==> src/rtl/alu_pkg.sv <==
// rtl/alu_pkg.sv - shared ALU width, split, flag struct and function-bit encoding
package alu_pkg;

    localparam int ALU_WIDTH = 32;
    localparam int ALU_SPLIT = 16;

    // Function-code bit positions, shared with the compare stage's encoding.
    localparam int ALU_FN_SUB_BIT  = 0;
    localparam int ALU_FN_SIGN_BIT = 1;
    localparam int ALU_FN_W        = 2;

    typedef struct packed {
        logic z;
        logic v;
        logic n;
        logic a31;
    } alu_flags_t;

    // N^V reads as "A less than B" in both sign modes when subtracting.
    function automatic alu_flags_t alu_flags(
        input logic sum_zero,
        input logic sum_msb,
        input logic a_msb,
        input logic bx_msb,
        input logic cout,
        input logic sub,
        input logic sign
    );
        alu_flags_t f;
        f.z   = sum_zero;
        f.a31 = a_msb;
        if (sign) begin
            f.v = (a_msb == bx_msb) && (sum_msb != a_msb);
            f.n = sum_msb;
        end else begin
            f.v = 1'b0;
            f.n = sub ? ~cout : cout;
        end
        return f;
    endfunction

endpackage

==> src/rtl/alu_addsub_slice.sv <==
// rtl/alu_addsub_slice.sv - combinational N-bit adder with carry-in and carry-out
module alu_addsub_slice #(
    parameter int N = 16
) (
    input  logic [N-1:0] a_i,
    input  logic [N-1:0] b_i,
    input  logic         cin_i,
    output logic [N-1:0] sum_o,
    output logic         cout_o
);

    assign {cout_o, sum_o} = {1'b0, a_i} + {1'b0, b_i} + {{N{1'b0}}, cin_i};

endmodule

==> src/rtl/alu_addsub_pipe.sv <==
// rtl/alu_addsub_pipe.sv - two-stage add/sub with flags; ALU_ADDSUB_CARRY_EN adds carry-out port C
module alu_addsub_pipe
    import alu_pkg::*;
#(
    parameter int WIDTH = ALU_WIDTH,
    parameter int SPLIT = ALU_SPLIT
) (
    input  logic             clk,
    input  logic             reset,
    input  logic             flush,
    input  logic             in_valid,
    output logic             in_ready,
    input  logic [WIDTH-1:0] A,
    input  logic [WIDTH-1:0] B,
    input  logic             sub,
    input  logic             sign,
    output logic             out_valid,
    input  logic             out_ready,
    output logic [WIDTH-1:0] Sum,
    output logic             Z,
    output logic             V,
    output logic             N,
    output logic             A31
`ifdef ALU_ADDSUB_CARRY_EN
    ,
    output logic             C
`endif
);

    localparam int HI_W = WIDTH - SPLIT;

    logic             s1_valid_q;
    logic [SPLIT-1:0] s1_lo_q;
    logic             s1_c1_q;
    logic [HI_W-1:0]  s1_ahi_q;
    logic [HI_W-1:0]  s1_bxhi_q;
    logic             s1_sub_q;
    logic             s1_sign_q;

    logic             out_valid_q;
    logic [WIDTH-1:0] sum_q;
    alu_flags_t       flags_q;
`ifdef ALU_ADDSUB_CARRY_EN
    logic             c_q;
`endif

    logic             advance;
    logic             accept;
    logic [WIDTH-1:0] bx_d;
    logic [SPLIT-1:0] lo_d;
    logic             c1_d;
    logic [HI_W-1:0]  hi_d;
    logic             cout_d;
    logic [WIDTH-1:0] sum_d;
    alu_flags_t       flags_d;

    // Both stages move together whenever the output slot is free or draining.
    assign advance  = !out_valid_q || out_ready;
    assign in_ready = !s1_valid_q || advance;
    assign accept   = in_valid && in_ready;

    assign bx_d = sub ? ~B : B;

    alu_addsub_slice #(.N(SPLIT)) u_lo (
        .a_i    (A[SPLIT-1:0]),
        .b_i    (bx_d[SPLIT-1:0]),
        .cin_i  (sub),
        .sum_o  (lo_d),
        .cout_o (c1_d)
    );

    alu_addsub_slice #(.N(HI_W)) u_hi (
        .a_i    (s1_ahi_q),
        .b_i    (s1_bxhi_q),
        .cin_i  (s1_c1_q),
        .sum_o  (hi_d),
        .cout_o (cout_d)
    );

    assign sum_d   = {hi_d, s1_lo_q};
    assign flags_d = alu_flags(~|sum_d, sum_d[WIDTH-1], s1_ahi_q[HI_W-1],
                               s1_bxhi_q[HI_W-1], cout_d, s1_sub_q, s1_sign_q);

    always_ff @(posedge clk or posedge reset) begin
        if (reset) begin
            s1_valid_q  <= 1'b0;
            s1_lo_q     <= '0;
            s1_c1_q     <= 1'b0;
            s1_ahi_q    <= '0;
            s1_bxhi_q   <= '0;
            s1_sub_q    <= 1'b0;
            s1_sign_q   <= 1'b0;
            out_valid_q <= 1'b0;
            sum_q       <= '0;
            flags_q     <= '0;
`ifdef ALU_ADDSUB_CARRY_EN
            c_q         <= 1'b0;
`endif
        end else begin
            if (flush) begin
                s1_valid_q  <= 1'b0;
                out_valid_q <= 1'b0;
            end else begin
                if (in_ready) s1_valid_q <= in_valid;
                if (advance)  out_valid_q <= s1_valid_q;
            end
            if (accept) begin
                s1_lo_q   <= lo_d;
                s1_c1_q   <= c1_d;
                s1_ahi_q  <= A[WIDTH-1:SPLIT];
                s1_bxhi_q <= bx_d[WIDTH-1:SPLIT];
                s1_sub_q  <= sub;
                s1_sign_q <= sign;
            end
            if (advance && s1_valid_q) begin
                sum_q   <= sum_d;
                flags_q <= flags_d;
`ifdef ALU_ADDSUB_CARRY_EN
                c_q     <= cout_d;
`endif
            end
        end
    end

    assign out_valid = out_valid_q;
    assign Sum       = sum_q;
    assign Z         = flags_q.z;
    assign V         = flags_q.v;
    assign N         = flags_q.n;
    assign A31       = flags_q.a31;
`ifdef ALU_ADDSUB_CARRY_EN
    assign C         = c_q;
`endif

endmodule

==> config.mk <==
export PLATFORM = sky130hd
export DESIGN_NAME = alu_addsub_pipe
export DESIGN_NICKNAME = d
export VERILOG_FILES = /design/src/rtl/alu_pkg.sv /design/src/rtl/alu_addsub_slice.sv /design/src/rtl/alu_addsub_pipe.sv
export SDC_FILE = /design/constraint.sdc
export NUM_CORES = 1
export LEC_CHECK = 0
export ABC_AREA = 0
export CAP_MARGIN = 25
export CORE_AREA = 2 2 104 106
export DETAILED_ROUTE_END_ITERATION = 12
export DIE_AREA = 0 0 106 108
export PLACE_DENSITY = 0.78
export SLEW_MARGIN = 20
export SYNTH_ARGS = -nofsm -noshare
export SYNTH_HDL_FRONTEND = slang
export SYNTH_SLANG_ARGS = --single-unit
export TNS_END_PERCENT = 50
==> constraint.sdc <==
create_clock -name clk -period 3.8 [get_ports clk]
set_input_delay 0.38 -clock clk [delete_from_list [all_inputs] [get_ports clk]]
set_output_delay 0.38 -clock clk [all_outputs]
set_load 0.05 [all_outputs]
Word level (Yosys, flattened, before mapping)
Cells that the tools add are included.
{"block": "totals", "reg_bits": 89, "inputBits": 71, "out_inout_bits": 38, "wordCells": 39}
{"block": "classes", "addsub": 4, "eq_ne": 2, "n_mux": 7, "bitwise_logic": 2, "n_reduce_logical": 11}
{"cell": "adder 16 x 16 -> 17 bit", "count": 2}
{"cell": "adder 17 x 1 -> 17 bit", "count": 2}
{"cell": "two-way mux 32 bit", "count": 1}
{"cell": "NOT 32 bit", "count": 1}
{"cell": "OR reduction 32 bit", "count": 1}
{"cell": "two-way mux 1 bit", "count": 5}
{"cell": "nonzero test 2 bit", "count": 2}
{"cell": "logical AND 1 bit", "count": 3}
{"cell": "zero test 1 bit", "count": 3}
{"cell": "logical OR 1 bit", "count": 2}
{"cell": "two-way mux 2 bit", "count": 1}
{"cell": "equality test 1 bit", "count": 1}
{"cell": "inequality test 1 bit", "count": 1}
{"cell": "NOT 1 bit", "count": 1}

Longest topological paths before layout
Gate-level depths: netlist of the first run.
{"block": "depth", "depth_word": 5, "ltp_mapped": 12, "mapped_depth_nobuf": 11}

Modules after synthesis
A second synthesis of the first run with hierarchy kept.
{"block": "hier_totals", "cells_unflattened": 427, "hier_area_um2": 5584.1}
{"module": "alu_addsub_pipe", "n_inst": 1, "cells_per_inst": 247, "area_per_inst_um2": 4124.0, "seq_area_each_um2": 2227.1}
{"module": "alu_addsub_slice (u_hi)", "n_inst": 1, "cells_per_inst": 89, "area_per_inst_um2": 733.2, "seq_area_each_um2": 0.0}
{"module": "alu_addsub_slice (u_lo)", "n_inst": 1, "cells_per_inst": 91, "area_per_inst_um2": 726.9, "seq_area_each_um2": 0.0}

Least setup slack after synthesis of the first run
Ideal clock, no wire load.
{"block": "synth_path", "path_kind": "in2reg", "from": "input port sub", "to": "register s1_lo_q[14]", "setup_time_ns": 0.130, "t_arrival_ns": 3.017, "t_required_ns": 3.670, "slack_ns": 0.653, "cell_stages": 12, "path_buffers": 2, "cell_sequence": "clkbuf_1 buf_1 xor2_1 fa_1 a21o_1 a21oi_1 o21a_1 o21ai_1 a2111oi_1 o41ai_2 xnor2_1 o21ai_1"}
{"block": "synth_via", "elab_chain_cells": 3}
{"item": "start, declared", "line": "alu_addsub_pipe.sv:15", "text": "input logic sub,"}
{"item": "two-way mux 32 bit", "line": "alu_addsub_pipe.sv:62", "text": "assign bx_d = sub ? ~B : B;"}
{"item": "adder 16 x 16 -> 17 bit", "line": "alu_addsub_slice.sv:12", "text": "assign {cout_o, sum_o} = {1'b0, a_i} + {1'b0, b_i} + {{N{1'b0}}, cin_i};"}
{"item": "adder 17 x 1 -> 17 bit (*)", "line": "alu_addsub_slice.sv:12"}
{"item": "end signal, assigned", "line": "alu_addsub_pipe.sv:108", "text": "s1_lo_q <= lo_d;"}
{"item": "end, declared", "line": "alu_addsub_pipe.sv:33", "text": "logic [SPLIT-1:0] s1_lo_q;"}
Mark *: on every way between the ends. The rest lies on a longest branch, timed or not.
A chain may end at the register's enable or synchronous reset.

Worst setup path after layout of the first run
{"block": "layout_path", "from": "input port B[0]", "to": "register s1_lo_q[14]"}
{"block": "layout_via", "elab_chain_cells": 4}
{"item": "start, declared", "line": "alu_addsub_pipe.sv:14", "text": "input logic [WIDTH-1:0] B,"}
{"item": "NOT 32 bit", "line": "alu_addsub_pipe.sv:62"}
{"item": "two-way mux 32 bit (*)", "line": "alu_addsub_pipe.sv:62"}
{"item": "adder 16 x 16 -> 17 bit (*)", "line": "alu_addsub_slice.sv:12"}
{"item": "adder 17 x 1 -> 17 bit (*)", "line": "alu_addsub_slice.sv:12"}
Marks and branches as above.

==> results of run 1 <==
[cell families (layout without fill, tap and decap cells)]
| family | count (synthesis) | in the layout | share of synthesized area (%) |
|---|---|---|---|
| fa+ha+maj | 33 | 33 | 8.553 |
| compound gates | 122 | 122 | 15.43 |
| flops | 89 | 89 | 43.75 |
| mux | 44 | 44 | 9.707 |
| buf+inv | 29 | 139 | 2.138 |
| xor+xnor | 57 | 57 | 9.954 |
| simple gates | 113 | 113 | 10.47 |
[worst max-delay path by stage]
stage	startpoint	endpoint	slack, ns
global placement	B[0]	s1_lo_q[14]	0.46
detailed placement	B[0]	s1_lo_q[14]	0.32
CTS	B[0]	s1_lo_q[14]	0.69
finish	B[0]	s1_lo_q[14]	0.69
floorplan	sub	s1_lo_q[14]	0.65
global route	B[0]	s1_lo_q[14]	0.46
[per-layer routing]
metal  track usage (%)  vias to the layer above  wire length, microns
li1                  -                     1930                     -
met1             27.28                     1909                  5069
met2             34.47                      110                  5537
met3             4.641                       13                   616
met4             5.169                        0                   105
met5                 0                        -                     0
[cell type report]
| class | count | area, sq um |
|---|---|---|
| Fill cell | 830 | 3711 |
| Multi-Input combinational cell | 369 | 2760 |
| Sequential cell | 89 | 2227 |
| Timing Repair Buffer | 114 | 1121 |
| Tap cell | 136 | 170.2 |
| Clock buffer | 11 | 131.4 |
| Clock inverter | 3 | 67.56 |
| Inverter | 11 | 42.54 |
[layout by cell type (no fill, tap or decap), drive strengths merged, types with 2 or more instances in the layout]
master	instances
a2111oi	2
o21bai	3
o22ai	2
nor2b	4
a21o	11
xnor2	28
nor2	25
and3	4
a211oi	3
inv	10
fa	3
a21oi	25
clkdlybuf4s50	107
ha	30
dfrtp	89
xor2	29
mux2	43
o21ai	54
nor3	5
o31ai	4
o21a	4
nor4	5
nand4	2
bufinv	2
a221oi	3
o41ai	3
nand2	55
nand2b	3
buf	7
clkbuf	11
nand3b	2
or2	3
[registers in the layout, summed over array words and instances, names as in the netlist, 16 cells and up]
signal / cells
Sum: 32
s1_ahi_q: 16
s1_bxhi_q: 16
s1_lo_q: 16
[where the power goes]
group          switching, mW  internal [mW]
Sequential             0.156           1.18
Clock                  0.321          0.364
Combinational           1.03          0.682
==> results.txt, run 1 <==
----------------------------------------------------
[Run status]
  Status ... complete, no violations

[Routing]
  Via count ... 3962
  Via density per instance ... 5.405
  Total detailed-routing wirelength ... 11.33 mm
  DRC errors left ... 0
  Length of the first detailed-routing pass in iterations ... 4
  Antenna-violating nets left ... 0
  First-iteration detailed-routing DRC count ... 104
  Detail-routed net length per standard cell ... 15.45 microns

[Synthesis]
  Total nets after synthesis ... 591
  Share of the synthesized area in the top cell type ... 43.75%
  Number of synthesized flops with an enable pin ... 0
  Cell count after synthesis ... 487
  Sequential share of the synthesized area ... 43.75%
  Post-synthesis cell type with the largest combined area ... sky130_fd_sc_hd__dfrtp_1
  Most instantiated flip-flop cell in the synthesis netlist ... sky130_fd_sc_hd__dfrtp_1
  Cell area after technology mapping ... 0.005091 sq mm
  Synth area leaders ... sky130_fd_sc_hd__dfrtp_1 44%, sky130_fd_sc_hd__mux2_2 9.3%, sky130_fd_sc_hd__ha_1 7.4%
  Ranking of synthesized cells by instance count ... 89 x sky130_fd_sc_hd__dfrtp_1, 55 x sky130_fd_sc_hd__nand2_1, 44 x sky130_fd_sc_hd__o21ai_0, 42 x sky130_fd_sc_hd__mux2_2, 30 x sky130_fd_sc_hd__ha_1
  Most frequent cell after synthesis ... sky130_fd_sc_hd__dfrtp_1
  Mean cell area of the mapped netlist ... 10.45 sq um
  Share of flip-flops with an asynchronous set or reset after synthesis ... 100.0%
  Number of warnings reported in the yosys synthesis log ... 0
  FF+latch count, synth ... 89
  Number of library cell types mapped by synthesis ... 51

[Power]
  Total chip power ... 3.730 mW
  Power density normalized to cell area ... 572.0 mW/mm^2
  Leakage component of the power ... 2.803 nW
  Worst IR Drop VDD ... 318.4 uV

[Place]
  DP Area ... 0.006321 sq mm
  Number of buffers inserted by port buffering ... 108
  Post-DP HPWL ... 8.579 mm
  Gp weighted congestion ... 0.8858
  # placed instances ... 719
  Pre-CTS WS ... 0.3198 ns

[Clock tree]
  Clock tree from TritonCTS ... yes
  Cell at the root of the clock tree ... sky130_fd_sc_hd__clkbuf_8
  Maximum level of the CTS H-tree ... 3
  Clk pin slew, worst setup/hold paths ... 0.09 ns
  Hold-fix buffers, CTS ... 0
  Buffer count from post-CTS setup fixing ... 0
  Sinks on Clock Net ... 89
  Max Buffers Root-to-Sink ... 2
  Post-CTS Resized ... 0
  Insertion delay of the later-clocked pin in the worst-skew pair ... 0.36 ns
  Number of buffers added by the clock tree synthesis step ... 9

[Floorplan]
  Vertical die dimension ... 108 microns
  Core Footprint ... 0.01023 sq mm
  Count of boundary I/O pins ... 109
  Die Outline Area ... 0.01145 sq mm
  Die boundary width ... 106 microns
  Starting density of the core ... 49.76%
  Number of core rows ... 37

[Worst setup path]
  CP required ... 4.04 ns
  Highest net fanout along the worst path ... 3
  Most frequent cell on the critical path ... sky130_fd_sc_hd__o21ai_1
  Type of the worst setup path ... input port to flip-flop
  Cells along the critical path ... clkdlybuf4s50_1 -> mux2_2 -> fa_1 -> a21o_1 -> a21oi_1 -> o21a_1 -> o21ai_1 -> a2111oi_1 -> o41ai_2 -> xnor2_1 -> o21ai_1
  Number of cells on the worst reg-to-reg path ... 11
  Startpoint type of the worst setup path ... input port
  Register-to-register path setup slack ... 0.87 ns
  Library cell contributing the largest single delay on the critical path ... sky130_fd_sc_hd__clkdlybuf4s50_1
  Crit-path max cell delay ... 0.50 ns
  Crit path max-delay family ... compound AO/OA/AOI/OAI gates
  Critical path capture point type ... flip-flop
  Number of buffers and inverters on the critical path ... 1
  Logic depth of the worst setup path including buffers ... 11
  Worst flop-to-flop path endpoint ... Z
  Start of the worst register-to-register path ... s1_c1_q
  Data arrival, critical path ... 3.35 ns

[Final layout]
  Final standard cell area without fillers ... 0.006520 sq mm
  Ant diodes ... 0
  Fraction of final layout cells sized beyond drive strength 1 ... 13.74%
  Utilization after layout ... 63.73%
  Net count, final ... 698
  Number of standard cells in the layout, taps in and fillers out ... 733
  Signed area change from the synthesized netlist to the final layout ... 28.07%

[Job]
  Max cap viols ... 0

[STA]
  Setup total negative slack ... 0 ns
  Hold slack final ... 0.4618 ns
  Headroom to the max-slew limit ... 46.55%
  Final max-slew violation count ... 0
  Final Cycle Share ... 81.81%
  Smallest setup slack after layout ... 0.6912 ns
  Clock tree skew after final layout ... 0.01072 ns
  Setup repair after global routing missed its margin ... no
  Tightest Pin Transition ... 0.8008 ns
  Final critical-path required period ... 3.109 ns
  Top achievable clock speed ... 0.3217 GHz
  Number of failing setup endpoints in the final timing report ... 0
  Total count of hold-check failures in the final report ... 0

[GRT]
  Largest net degree at the start of global routing ... 52
  Global-route usage over all layers ... 20.56%
  Initial antenna violation count ... 0
  Global-route wire length before repair ... 18.74 mm
  Total congestion overflow after global routing ... 0
  Via count of the first global-routing pass ... 3867

[Hold path]
  Hold Path Class ... input port to async pin

----------------------------------------------------
(Power assumes the default switching activity.)
==> run 2: changes to the inputs <==
==> constraint.sdc (replaced) <==
create_clock -name clk -period 3.25 [get_ports clk]
set_input_delay 0.325 -clock clk [delete_from_list [all_inputs] [get_ports clk]]
set_output_delay 0.325 -clock clk [all_outputs]
set_load 0.05 [all_outputs]
==> run 2 against run 1 <==
Non-clock buffer count up 1; combinational power up 18%; critical path depth unchanged; critical endpoint unchanged; largest cell class unchanged.
==> results.txt, run 2 (synthesis results as in run 1) <==
----------------------------------------------------
[Worst setup path]
  Critical path capture point type ... flip-flop
  Destination of the critical timing path ... s1_lo_q[14]
  Startpoint type of the worst setup path ... input port
  CP required ... 3.50 ns
  Data arrival, critical path ... 3.16 ns
  Highest net fanout along the worst path ... 3
  Number of cells on the worst reg-to-reg path ... 11
  Type of the worst setup path ... input port to flip-flop
  Start of the worst register-to-register path ... s1_c1_q
  Register-to-register path setup slack ... 0.34 ns
  Worst flop-to-flop path endpoint ... Z
  Start point of the critical path ... B[0]

[Place]
  # placed instances ... 720
  DP Area ... 0.006354 sq mm
  Gp weighted congestion ... 0.8814
  Post-DP HPWL ... 8.235 mm
  Number of buffers inserted by port buffering ... 108

[Hold path]
  Hold Path Class ... input port to async pin

[Floorplan]
  Starting density of the core ... 49.76%
  Core Footprint ... 0.01023 sq mm
  Number of core rows ... 37
  Die boundary width ... 106 microns
  Die Outline Area ... 0.01145 sq mm
  Count of boundary I/O pins ... 109
  Vertical die dimension ... 108 microns

[GRT]
  Initial antenna violation count ... 0
  Global-route usage over all layers ... 20.51%
  Global-route wire length before repair ... 18.65 mm
  Total congestion overflow after global routing ... 0
  Largest net degree at the start of global routing ... 85
  Via count of the first global-routing pass ... 3898

[Power]
  Worst IR Drop VDD ... 408.8 uV
  Power density normalized to cell area ... 668.5 mW/mm^2
  Total chip power ... 4.388 mW
  Leakage component of the power ... 2.823 nW

[STA]
  Total count of hold-check failures in the final report ... 0
  Number of failing setup endpoints in the final timing report ... 0
  Top achievable clock speed ... 0.3430 GHz
  Final max-slew violation count ... 0
  Final Cycle Share ... 89.72%
  Headroom to the max-slew limit ... 49.62%
  Final critical-path required period ... 2.916 ns
  Setup repair after global routing missed its margin ... no
  Clock tree skew after final layout ... 0.009617 ns
  Tightest Pin Transition ... 0.7548 ns

[Clock tree]
  Maximum level of the CTS H-tree ... 3
  Hold-fix buffers, CTS ... 0
  Insertion delay of the later-clocked pin in the worst-skew pair ... 0.37 ns
  Clk pin slew, worst setup/hold paths ... 0.08 ns
  Sinks on Clock Net ... 89
  Clock tree from TritonCTS ... yes
  Max Buffers Root-to-Sink ... 2
  Cell at the root of the clock tree ... sky130_fd_sc_hd__clkbuf_8
  Buffer count from post-CTS setup fixing ... 0
  Post-CTS Resized ... 0
  Number of buffers added by the clock tree synthesis step ... 9

[Routing]
  Via count ... 3930
  Top layer reached by signal wires ... met4
  Length of the first detailed-routing pass in iterations ... 5
  Met3 wire len ... 690 microns
  Total detailed-routing wirelength ... 11.15 mm
  Antenna-violating nets left ... 0
  First-iteration detailed-routing DRC count ... 281
  Detail-routed net length per standard cell ... 15.15 microns
  Routed met1 length ... 5.006 mm
  Metal2 WL ... 5.358 mm
  DRC errors left ... 0
  Via density per instance ... 5.340

[Final layout]
  Final standard cell area without fillers ... 0.006565 sq mm
  Number of standard cells in the layout, taps in and fillers out ... 736
  Net count, final ... 699
  Ant diodes ... 0
  Signed area change from the synthesized netlist to the final layout ... 28.95%
  Max FFs per register ... 32
  Fraction of final layout cells sized beyond drive strength 1 ... 14.00%
  Commonest non-fill, non-tap cell in the layout ... sky130_fd_sc_hd__clkdlybuf4s50_1
  Commonest non-fill, non-tap cells in the layout ... 107 x sky130_fd_sc_hd__clkdlybuf4s50_1, 89 x sky130_fd_sc_hd__dfrtp_1, 54 x sky130_fd_sc_hd__nand2_1, 44 x sky130_fd_sc_hd__o21ai_0, 42 x sky130_fd_sc_hd__mux2_2

[Job]
  Max cap viols ... 0

[Run status]
  Status ... complete, no violations

----------------------------------------------------
run 2: changes by cell type in the layout (fill, tap and decap cells not counted), sizes merged:
cell    before  now
clkbuf      11   12
buf          7    8
inv         10   11
run 2: worst min-delay path by stage:
stage | from | to | slack, ns
floorplan | flush | s1_valid_q | 0.39
global placement | Sum[18] | Sum[18] | 0.47
detailed placement | s1_bxhi_q[15] | s1_bxhi_q[15] | 0.48
CTS | reset | Sum[8] | 0.42
global route | reset | Sum[25] | 0.46
finish | reset | Sum[21] | 0.40
run 2: routing by layer:
layer / vias to the layer above / track usage, %
li1: 1936 / -
met1: 1855 / 27.21
met2: 126 / 33.55
met3: 13 / 5.726
met4: 0 / 5.263
met5: - / 0
run 2: area by class of cell:
type,count,area (sq um)
multi-input cells,369,2760
fillers,811,3666
clock inverters,4,76.32
flip-flops and latches,89,2227
inverters,11,42.54
well taps,136,170.2
clock buffers,12,135.1
repair buffers,115,1154
run 2: where the power goes:
| part | total [mW] | switching, mW | internal, mW |
|---|---|---|---|
| registers | 1.56 | 0.184 | 1.37 |
| clock network | 0.820 | 0.383 | 0.437 |
| logic | 2.01 | 1.21 | 0.804 |
| total | 4.39 | 1.77 | 2.62 |
run 2: worst max-delay path, stage by stage:
cell	delay, ns
sky130_fd_sc_hd__clkdlybuf4s50_1	0.50
sky130_fd_sc_hd__mux2_2	0.37
sky130_fd_sc_hd__fa_1	0.42
sky130_fd_sc_hd__a21o_1	0.18
sky130_fd_sc_hd__a21oi_1	0.20
sky130_fd_sc_hd__o21a_1	0.18
sky130_fd_sc_hd__o21ai_1	0.12
sky130_fd_sc_hd__a2111oi_1	0.47
sky130_fd_sc_hd__o41ai_2	0.17
sky130_fd_sc_hd__xnor2_1	0.16
sky130_fd_sc_hd__o21ai_1	0.07
run 2: metrics by stage:
stage,util [%],hold slack [ns],setup WS [ns],setup TNS [ns]
after floorplan,-,0.3881,0.1583,0
after global placement,62.10,0.4668,0.08051,0
after detailed placement,62.10,0.4784,-0.03871,-0.03871
after CTS,64.17,0.4180,0.3461,0
after global routing,64.17,0.4599,0.08813,0
final,64.17,0.3956,0.3342,0
